## src/rtl/snn_enc_pkg.sv

```systemverilog
// ----------------------------------------------------------------------------
// snn_enc_pkg
// Shared types, widths and helper functions for the RGB rate-coding spike
// encoder (rgb_spike_encoder) and its LFSR sub-module (lfsr8).
// No ports; imported by the other design files.
// ----------------------------------------------------------------------------
package snn_enc_pkg;

    // Pseudo-random source: 8-bit Galois LFSR, taps 0xB8 (maximal, period 255)
    localparam int         LFSR_W    = 8;
    localparam logic [7:0] LFSR_TAPS = 8'hB8;

    // Counter widths: step count covers NUM_STEPS up to 1023, tick up to 65535
    localparam int STEP_W = 10;
    localparam int TICK_W = 16;

    // Per-channel 8-bit intensity
    typedef logic [7:0] intensity_t;

    // Window sequencing states
    typedef enum logic [1:0] {
        IDLE  = 2'd0,
        LOAD  = 2'd1,
        WAIT  = 2'd2,
        OFFER = 2'd3
    } enc_state_t;

    // One Galois step: shift right, fold the taps in when a 1 falls out
    function automatic logic [LFSR_W-1:0] lfsr_next(input logic [LFSR_W-1:0] s);
        logic [LFSR_W-1:0] shifted;
        shifted = s >> 1;
        return s[0] ? (shifted ^ LFSR_TAPS) : shifted;
    endfunction

    // Scale a raw 16-bit sensor word down and saturate to 8 bits
    function automatic intensity_t to_intensity(input logic [15:0] raw,
                                                input int unsigned shift);
        logic [15:0] scaled;
        scaled = raw >> shift;
        return (scaled > 16'd255) ? 8'hFF : scaled[7:0];
    endfunction

endpackage

```

## src/rtl/lfsr8.sv

```systemverilog
// ----------------------------------------------------------------------------
// lfsr8
// 8-bit Galois LFSR (taps 0xB8). Loads its seed on reset or on 'load',
// otherwise steps once per cycle while 'advance' is high.
// Ports:
//   clk      in   system clock
//   nrst     in   synchronous active-low reset (state returns to seed)
//   seed     in   8-bit nonzero seed value
//   load     in   reseed (has priority over advance)
//   advance  in   step the sequence by one
//   state    out  current LFSR value (never 0 for a nonzero seed)
// ----------------------------------------------------------------------------
module lfsr8
    import snn_enc_pkg::*;
(
    input  logic              clk,
    input  logic              nrst,
    input  logic [LFSR_W-1:0] seed,
    input  logic              load,
    input  logic              advance,
    output logic [LFSR_W-1:0] state
);

    // LFSR register: reseed on reset/load, step on advance, else hold
    always_ff @(posedge clk) begin
        if (!nrst) begin
            state <= seed;
        end else if (load) begin
            state <= seed;
        end else if (advance) begin
            state <= lfsr_next(state);
        end else begin
            state <= state;
        end
    end

endmodule

```

## src/rtl/rgb_spike_encoder.sv

```systemverilog
// ----------------------------------------------------------------------------
// rgb_spike_encoder
// Captures one RGB reading on a rising edge of the sensor's level ready,
// scales each channel to an 8-bit intensity, and rate-codes it over
// NUM_STEPS timesteps: per step, channel c spikes when lfsr_c <= intensity_c.
// Since each LFSR visits 1..255 exactly once per 255 steps, a 255-step window
// yields exactly 'intensity' spikes per channel.
// Ports:
//   clk           in   system clock
//   nrst          in   synchronous active-low reset
//   enable        in   gate for new captures (running window always finishes)
//   sens_ready    in   level ready from colour sensor (rising edge = reading)
//   red_in        in   raw 16-bit red word
//   green_in      in   raw 16-bit green word
//   blue_in       in   raw 16-bit blue word
//   spike         out  {r,g,b} spike bits of the offered timestep
//   spike_valid   out  timestep offered; held until accepted
//   spike_ready   in   consumer accepts on spike_valid && spike_ready
//   window_start  out  one-cycle pulse when a window begins
//   window_done   out  one-cycle pulse when the last step is accepted
//   busy          out  window in progress
//   overrun       out  sticky: a pending reading was overwritten
// ----------------------------------------------------------------------------
module rgb_spike_encoder
    import snn_enc_pkg::*;
#(
    parameter int unsigned SHIFT     = 8,
    parameter int unsigned NUM_STEPS = 255,
    parameter int unsigned TICK_DIV  = 1,
    parameter logic [7:0]  SEED_R    = 8'h01,
    parameter logic [7:0]  SEED_G    = 8'h5A,
    parameter logic [7:0]  SEED_B    = 8'hC3
)(
    input  logic        clk,
    input  logic        nrst,
    input  logic        enable,
    input  logic        sens_ready,
    input  logic [15:0] red_in,
    input  logic [15:0] green_in,
    input  logic [15:0] blue_in,
    output logic [2:0]  spike,
    output logic        spike_valid,
    input  logic        spike_ready,
    output logic        window_start,
    output logic        window_done,
    output logic        busy,
    output logic        overrun
);

    // WAIT counts TICK_DIV-1 cycles; the counter runs 0..TICK_DIV-2 there.
    localparam int                TICK_LAST_INT = (TICK_DIV > 1) ? (int'(TICK_DIV) - 2) : 0;
    localparam logic [TICK_W-1:0] TICK_LAST     = TICK_W'(TICK_LAST_INT);
    localparam logic [STEP_W-1:0] LAST_STEP     = STEP_W'(NUM_STEPS - 1);
    // With TICK_DIV=1 the WAIT state is skipped entirely
    localparam bit                NO_WAIT       = (TICK_DIV <= 1);

    enc_state_t        state;
    logic              sens_ready_q;
    logic              rise;
    intensity_t        cap_r, cap_g, cap_b;
    intensity_t        slot_r, slot_g, slot_b;
    logic              slot_full;
    intensity_t        work_r, work_g, work_b;
    logic [STEP_W-1:0] step_cnt;
    logic [TICK_W-1:0] tick_cnt;
    logic              overrun_q;
    logic              accept;
    logic              last_step;
    logic              in_load;
    logic [7:0]        lfsr_r, lfsr_g, lfsr_b;

    // Capture qualification, channel scaling and handshake decode
    always_comb begin
        rise      = sens_ready & ~sens_ready_q & enable;
        cap_r     = to_intensity(red_in,   SHIFT);
        cap_g     = to_intensity(green_in, SHIFT);
        cap_b     = to_intensity(blue_in,  SHIFT);
        in_load   = (state == LOAD);
        accept    = (state == OFFER) & spike_ready;
        last_step = (step_cnt == LAST_STEP);
    end

    // Edge detector and one-deep pending slot with sticky overrun.
    // The slot is drained in LOAD; a rise in that same cycle refills it and
    // is not an overrun because the old contents are being consumed.
    always_ff @(posedge clk) begin
        if (!nrst) begin
            sens_ready_q <= 1'b0;
            slot_full    <= 1'b0;
            slot_r       <= 8'h00;
            slot_g       <= 8'h00;
            slot_b       <= 8'h00;
            overrun_q    <= 1'b0;
        end else begin
            sens_ready_q <= sens_ready;
            if (rise) begin
                slot_r    <= cap_r;
                slot_g    <= cap_g;
                slot_b    <= cap_b;
                slot_full <= 1'b1;
                if (slot_full && !in_load) begin
                    overrun_q <= 1'b1;
                end else begin
                    overrun_q <= overrun_q;
                end
            end else if (in_load) begin
                slot_full <= 1'b0;
            end else begin
                slot_full <= slot_full;
            end
        end
    end

    // Window sequencer: IDLE -> LOAD -> (WAIT ->) OFFER, repeated per step
    always_ff @(posedge clk) begin
        if (!nrst) begin
            state    <= IDLE;
            step_cnt <= '0;
            tick_cnt <= '0;
            work_r   <= 8'h00;
            work_g   <= 8'h00;
            work_b   <= 8'h00;
        end else begin
            case (state)
                IDLE: begin
                    if (slot_full) begin
                        state <= LOAD;
                    end else begin
                        state <= IDLE;
                    end
                end
                LOAD: begin
                    work_r   <= slot_r;
                    work_g   <= slot_g;
                    work_b   <= slot_b;
                    step_cnt <= '0;
                    tick_cnt <= '0;
                    state    <= NO_WAIT ? OFFER : WAIT;
                end
                WAIT: begin
                    if (tick_cnt == TICK_LAST) begin
                        tick_cnt <= '0;
                        state    <= OFFER;
                    end else begin
                        tick_cnt <= tick_cnt + 16'd1;
                    end
                end
                OFFER: begin
                    if (spike_ready) begin
                        tick_cnt <= '0;
                        if (last_step) begin
                            state <= IDLE;
                        end else begin
                            step_cnt <= step_cnt + 10'd1;
                            state    <= NO_WAIT ? OFFER : WAIT;
                        end
                    end else begin
                        state <= OFFER;
                    end
                end
                default: begin
                    state <= IDLE;
                end
            endcase
        end
    end

    // One random source per channel; reseeded at every window start so
    // every window of the same reading produces the same spike train.
    lfsr8 u_lfsr_r (
        .clk     (clk),
        .nrst    (nrst),
        .seed    (SEED_R),
        .load    (in_load),
        .advance (accept),
        .state   (lfsr_r)
    );

    lfsr8 u_lfsr_g (
        .clk     (clk),
        .nrst    (nrst),
        .seed    (SEED_G),
        .load    (in_load),
        .advance (accept),
        .state   (lfsr_g)
    );

    lfsr8 u_lfsr_b (
        .clk     (clk),
        .nrst    (nrst),
        .seed    (SEED_B),
        .load    (in_load),
        .advance (accept),
        .state   (lfsr_b)
    );

    // Spike bits come from registered LFSR/intensity state, so they hold
    // steady for as long as the offer is pending; zero outside OFFER.
    always_comb begin
        spike = 3'b000;
        if (state == OFFER) begin
            spike = {(lfsr_r <= work_r), (lfsr_g <= work_g), (lfsr_b <= work_b)};
        end else begin
            spike = 3'b000;
        end
    end

    assign spike_valid  = (state == OFFER);
    assign window_start = in_load;
    assign window_done  = accept & last_step;
    assign busy         = (state != IDLE);
    assign overrun      = overrun_q;

endmodule

```

## config.mk

```make
export PLATFORM = sky130hd
export DESIGN_NAME = rgb_spike_encoder
export DESIGN_NICKNAME = d
export VERILOG_FILES = /design/src/rtl/snn_enc_pkg.sv /design/src/rtl/lfsr8.sv /design/src/rtl/rgb_spike_encoder.sv
export SDC_FILE = /design/constraint.sdc
export NUM_CORES = 1
export LEC_CHECK = 0
export BUFFER_PORTS_ARGS = -buffer_cell sky130_fd_sc_hd__buf_2
export CORE_AREA = 2 2 127 117
export CTS_CLUSTER_DIAMETER = 40
export DETAILED_ROUTE_END_ITERATION = 16
export DIE_AREA = 0 0 129 119
export PLACE_DENSITY = 0.58
export SLEW_MARGIN = 0
export SYNTH_ARGS = -nofsm -noshare
export SYNTH_HDL_FRONTEND = slang
export SYNTH_SLANG_ARGS = --single-unit
export TNS_END_PERCENT = 5
```

## constraint.sdc

```tcl
create_clock -name clk -period 2.2 [get_ports clk]
set_input_delay 0.11 -clock clk [delete_from_list [all_inputs] [get_ports clk]]
set_output_delay 0.11 -clock clk [all_outputs]
set_load 0.01 [all_outputs]
```

==> key figures <==
Global route
  • Met1 GRT Util: 0.175
  • Total global routing overflow: 0
  • Antenna violations before repair: 0
  • First-pass GRT wire length: 16900 microns
  • Met2 Track Usage GR: 0.223
  • Gr busiest metal: met2
  • Pin count of the biggest net entering global routing: 50
  • Total GRT Usage: 0.135
  • Number of global-route vias before repair: 3680
  • Met3 Use GR: 0.0382

Clock tree
  • Post-CTS setup buffer count: 0
  • H-tree Lvls: 3
  • Clk slew on worst S/H paths: 0.08 ns
  • CTS Sinks: 103
  • Root Buffer: clkbuf_16
  • Post-cts repair resize count: 0
  • TritonCTS clock tree: built
  • Clock Latency Late Sink: 0.35 ns
  • TritonCTS buffer count: 9
  • Max clock buf depth: 2

Yosys
  • Cell count after synthesis: 551
  • Number of library cell types mapped by synthesis: 47
  • Main area contributors after synthesis: dfxtp_1 43%, ha_1 8.6%, nand2_1 7.1%
  • Synth top area share: 0.428
  • Ys async rst share: 0
  • Post-synth design cell area: 4820 sq um
  • Syn nets: 637
  • Top FF cell, synth: dfxtp_1
  • Post-synth top area cell: dfxtp_1
  • Seq/Total Area, Yosys: 0.428
  • Most frequent cell after synthesis: dfxtp_1
  • Number of synthesized flops with an enable pin: 0
  • Syn Area/Cell: 8.75 sq um
  • Seq cells post-synth: 103
  • Yosys warning total: 0
  • Commonest cells post-synth: 103 x dfxtp_1, 91 x nand2_1, 59 x nor2_1

Power and ir drop
  • Maximum VDD drop: 0.000497 V
  • Pwr/cell area: 666 nW/um^2
  • Clock share of power: 0.436
  • Combinational group share of total power: 0.066
  • Register share of total power: 0.498
  • Leakage Power: 2.17 nW
  • Switching power of the nets: 914 uW
  • Int Pwr: 2.92 mW
  • Switching share of power: 0.239

Floorplan
  • Core ar.: 14200 sq um
  • DIE AREA: 15400 sq um
  • Die H: 119 microns
  • Row cnt: 42
  • IO Count: 61
  • Die Wd: 129 microns
  • Starting Density: 0.339

Placed design
  • Placed instance count: 767
  • IO buf count: 36
  • Detailed placement HPWL: 7000 microns
  • GP Congestion: 0.840

Setup path
  • CP Data Required Time: 2.09 ns
  • Worst path max stage delay: 0.35 ns
  • Worst-path cell chain: inv_1 -> ha_1 -> nor2b_1 -> o211ai_1 -> a21oi_1 -> o22ai_1 -> and2_1 -> buf_2
  • Setup CP Type: register to primary output
  • Startpoint types: register
  • WP buf/inv: 2
  • Worst-path fanout max: 2
  • WP data arrival: 1.92 ns
  • Critical Path Sink Type: primary output
  • Crit-path slowest cell: dfxtp_1
  • Crit-path leading delay family: compound AO/OA/AOI/OAI gates

Final layout
  • Share of layout cells above drive strength 1: 0.126
  • Max reg flops: 16
  • Reg with most FFs: tick_cnt
  • Post-route insts no fill: 808
  • Diode count: 0
  • Area grow syn2layout: 19.3%
  • Largest regs: tick_cnt (16), step_cnt (10)
  • Final-stage net count: 691

STA
  • Rel. slew slack: 0.580
  • RSZ-0062 raised after global routing: false
  • Worst-margin pin slew: 0.630 ns
  • Final setup viols: 0
  • F_max: 0.493 GHz
  • Clock period minus worst slack: 2.03 ns
  • Fin. Hold Viols: 0
  • Setup TNS: 0 ns
  • Layout Skew: 0.0102 ns
  • Final Cycle Share: 0.922
  • Fin. max-slew vios: 0

Routing
  • Drt wl/cell: 11.9 microns
  • Vias per std cell: 4.71
  • Drt drc: 0
  • Initial DRC count: 149
  • Via count: 3804
  • Wirelength, routed: 9640 microns
  • Post-route ant nets: 0
  • DR pass1 iterations: 4

Run status
  • Status: finished clean

Worst hold path
  • Hold Path Class: input port to register

Job
  • Max cap viols: 0
[repair_timing]
action	in CTS	in global routing
endpoints found under the hold margin	25	0
endpoints found under the setup margin	0	0
hold buffers	25	0
[power groups by stage]
stage	clock network (mW)	registers, mW	logic (mW)
after floorplan	0	1.95	0.157
after global placement	0	1.95	0.215
after detailed placement	0	1.95	0.221
after CTS	1.73	1.91	0.254
after global routing	1.80	1.91	0.284
final	1.67	1.91	0.251
[through the flow]
stage	utilization	power (mW)	worst slack [ns]	area, sq um	hold slack (ns)
6_report	0.404	3.83	0.172	5750	0.0890
3_3_place_gp	0.364	2.17	0.395	5180	0.327
4_1_cts	0.404	3.89	0.121	5750	0.0790
3_5_place_dp	0.364	2.17	0.389	5180	0.339
2_1_floorplan	-	2.10	0.517	4820	0.227
5_1_grt	0.404	4.00	0.0306	5750	0.0925
[routing by layer]
layer / up-vias / part of all wire / wire [microns]
met5: - / 0 / 0
li1: 1962 / - / -
met2: 48 / 0.48 / 4600
met3: 5 / 0.031 / 302
met1: 1789 / 0.48 / 4660
met4: 0 / 0.0077 / 74
[kinds of logic after synthesis]
group                      count (synthesis)  share of synthesized area
and+or+nand+nor                          216                      0.211
DFF                                      103                      0.428
AOI/OAI and AO/OA                         86                      0.118
buffers and inverters                     58                     0.0506
adders and majority gates                 33                     0.0856
xor gates and xnor gates                  29                     0.0527
muxes                                     26                     0.0545
[cell type report]
class,count,area (sq um)
inverter,33,124
clock inverter,7,92.6
tap,198,248
multi-input combinational,390,2520
sequential,103,2060
clock buffer,9,225
fill,1421,8490
timing repair buffer,68,483
[worst paths after layout]
path                            cells after the start                   start                  endpoint  slack (ns)
worst max-delay path                                8  work_g[1]$_SDFFE_PN0P_                  spike[1]        0.17
worst min-delay path                                2                    nrst      overrun$_SDFFE_PN0P_        0.09
worst max register to register                      6   state[0]$_SDFFE_PN0P_  step_cnt[3]$_SDFFE_PN0P_        0.37
worst min register to register                      2  slot_r[1]$_SDFFE_PN0P_    slot_r[1]$_SDFFE_PN0P_        0.46
[cells in the final DEF, fill, tap and decap left out, types with 3 or more instances in the layout]
cell	instances
o21ai_0	6
nand3_1	18
and2_1	4
buf_2	36
inv_6	3
mux2i_1	24
nor3_1	3
o211ai_1	9
dfxtp_1	103
a21oi_1	51
dlygate4sd3_1	25
a211oi_1	7
nor2b_1	7
nand4_1	10
o22ai_1	3
nand2_1	91
clkbuf_16	9
inv_1	33
xor2_1	19
and3_1	3
nor2_1	59
buf_4	7
xnor2_1	10
o2111ai_1	3
ha_1	33
(Power assumes the default switching activity.)
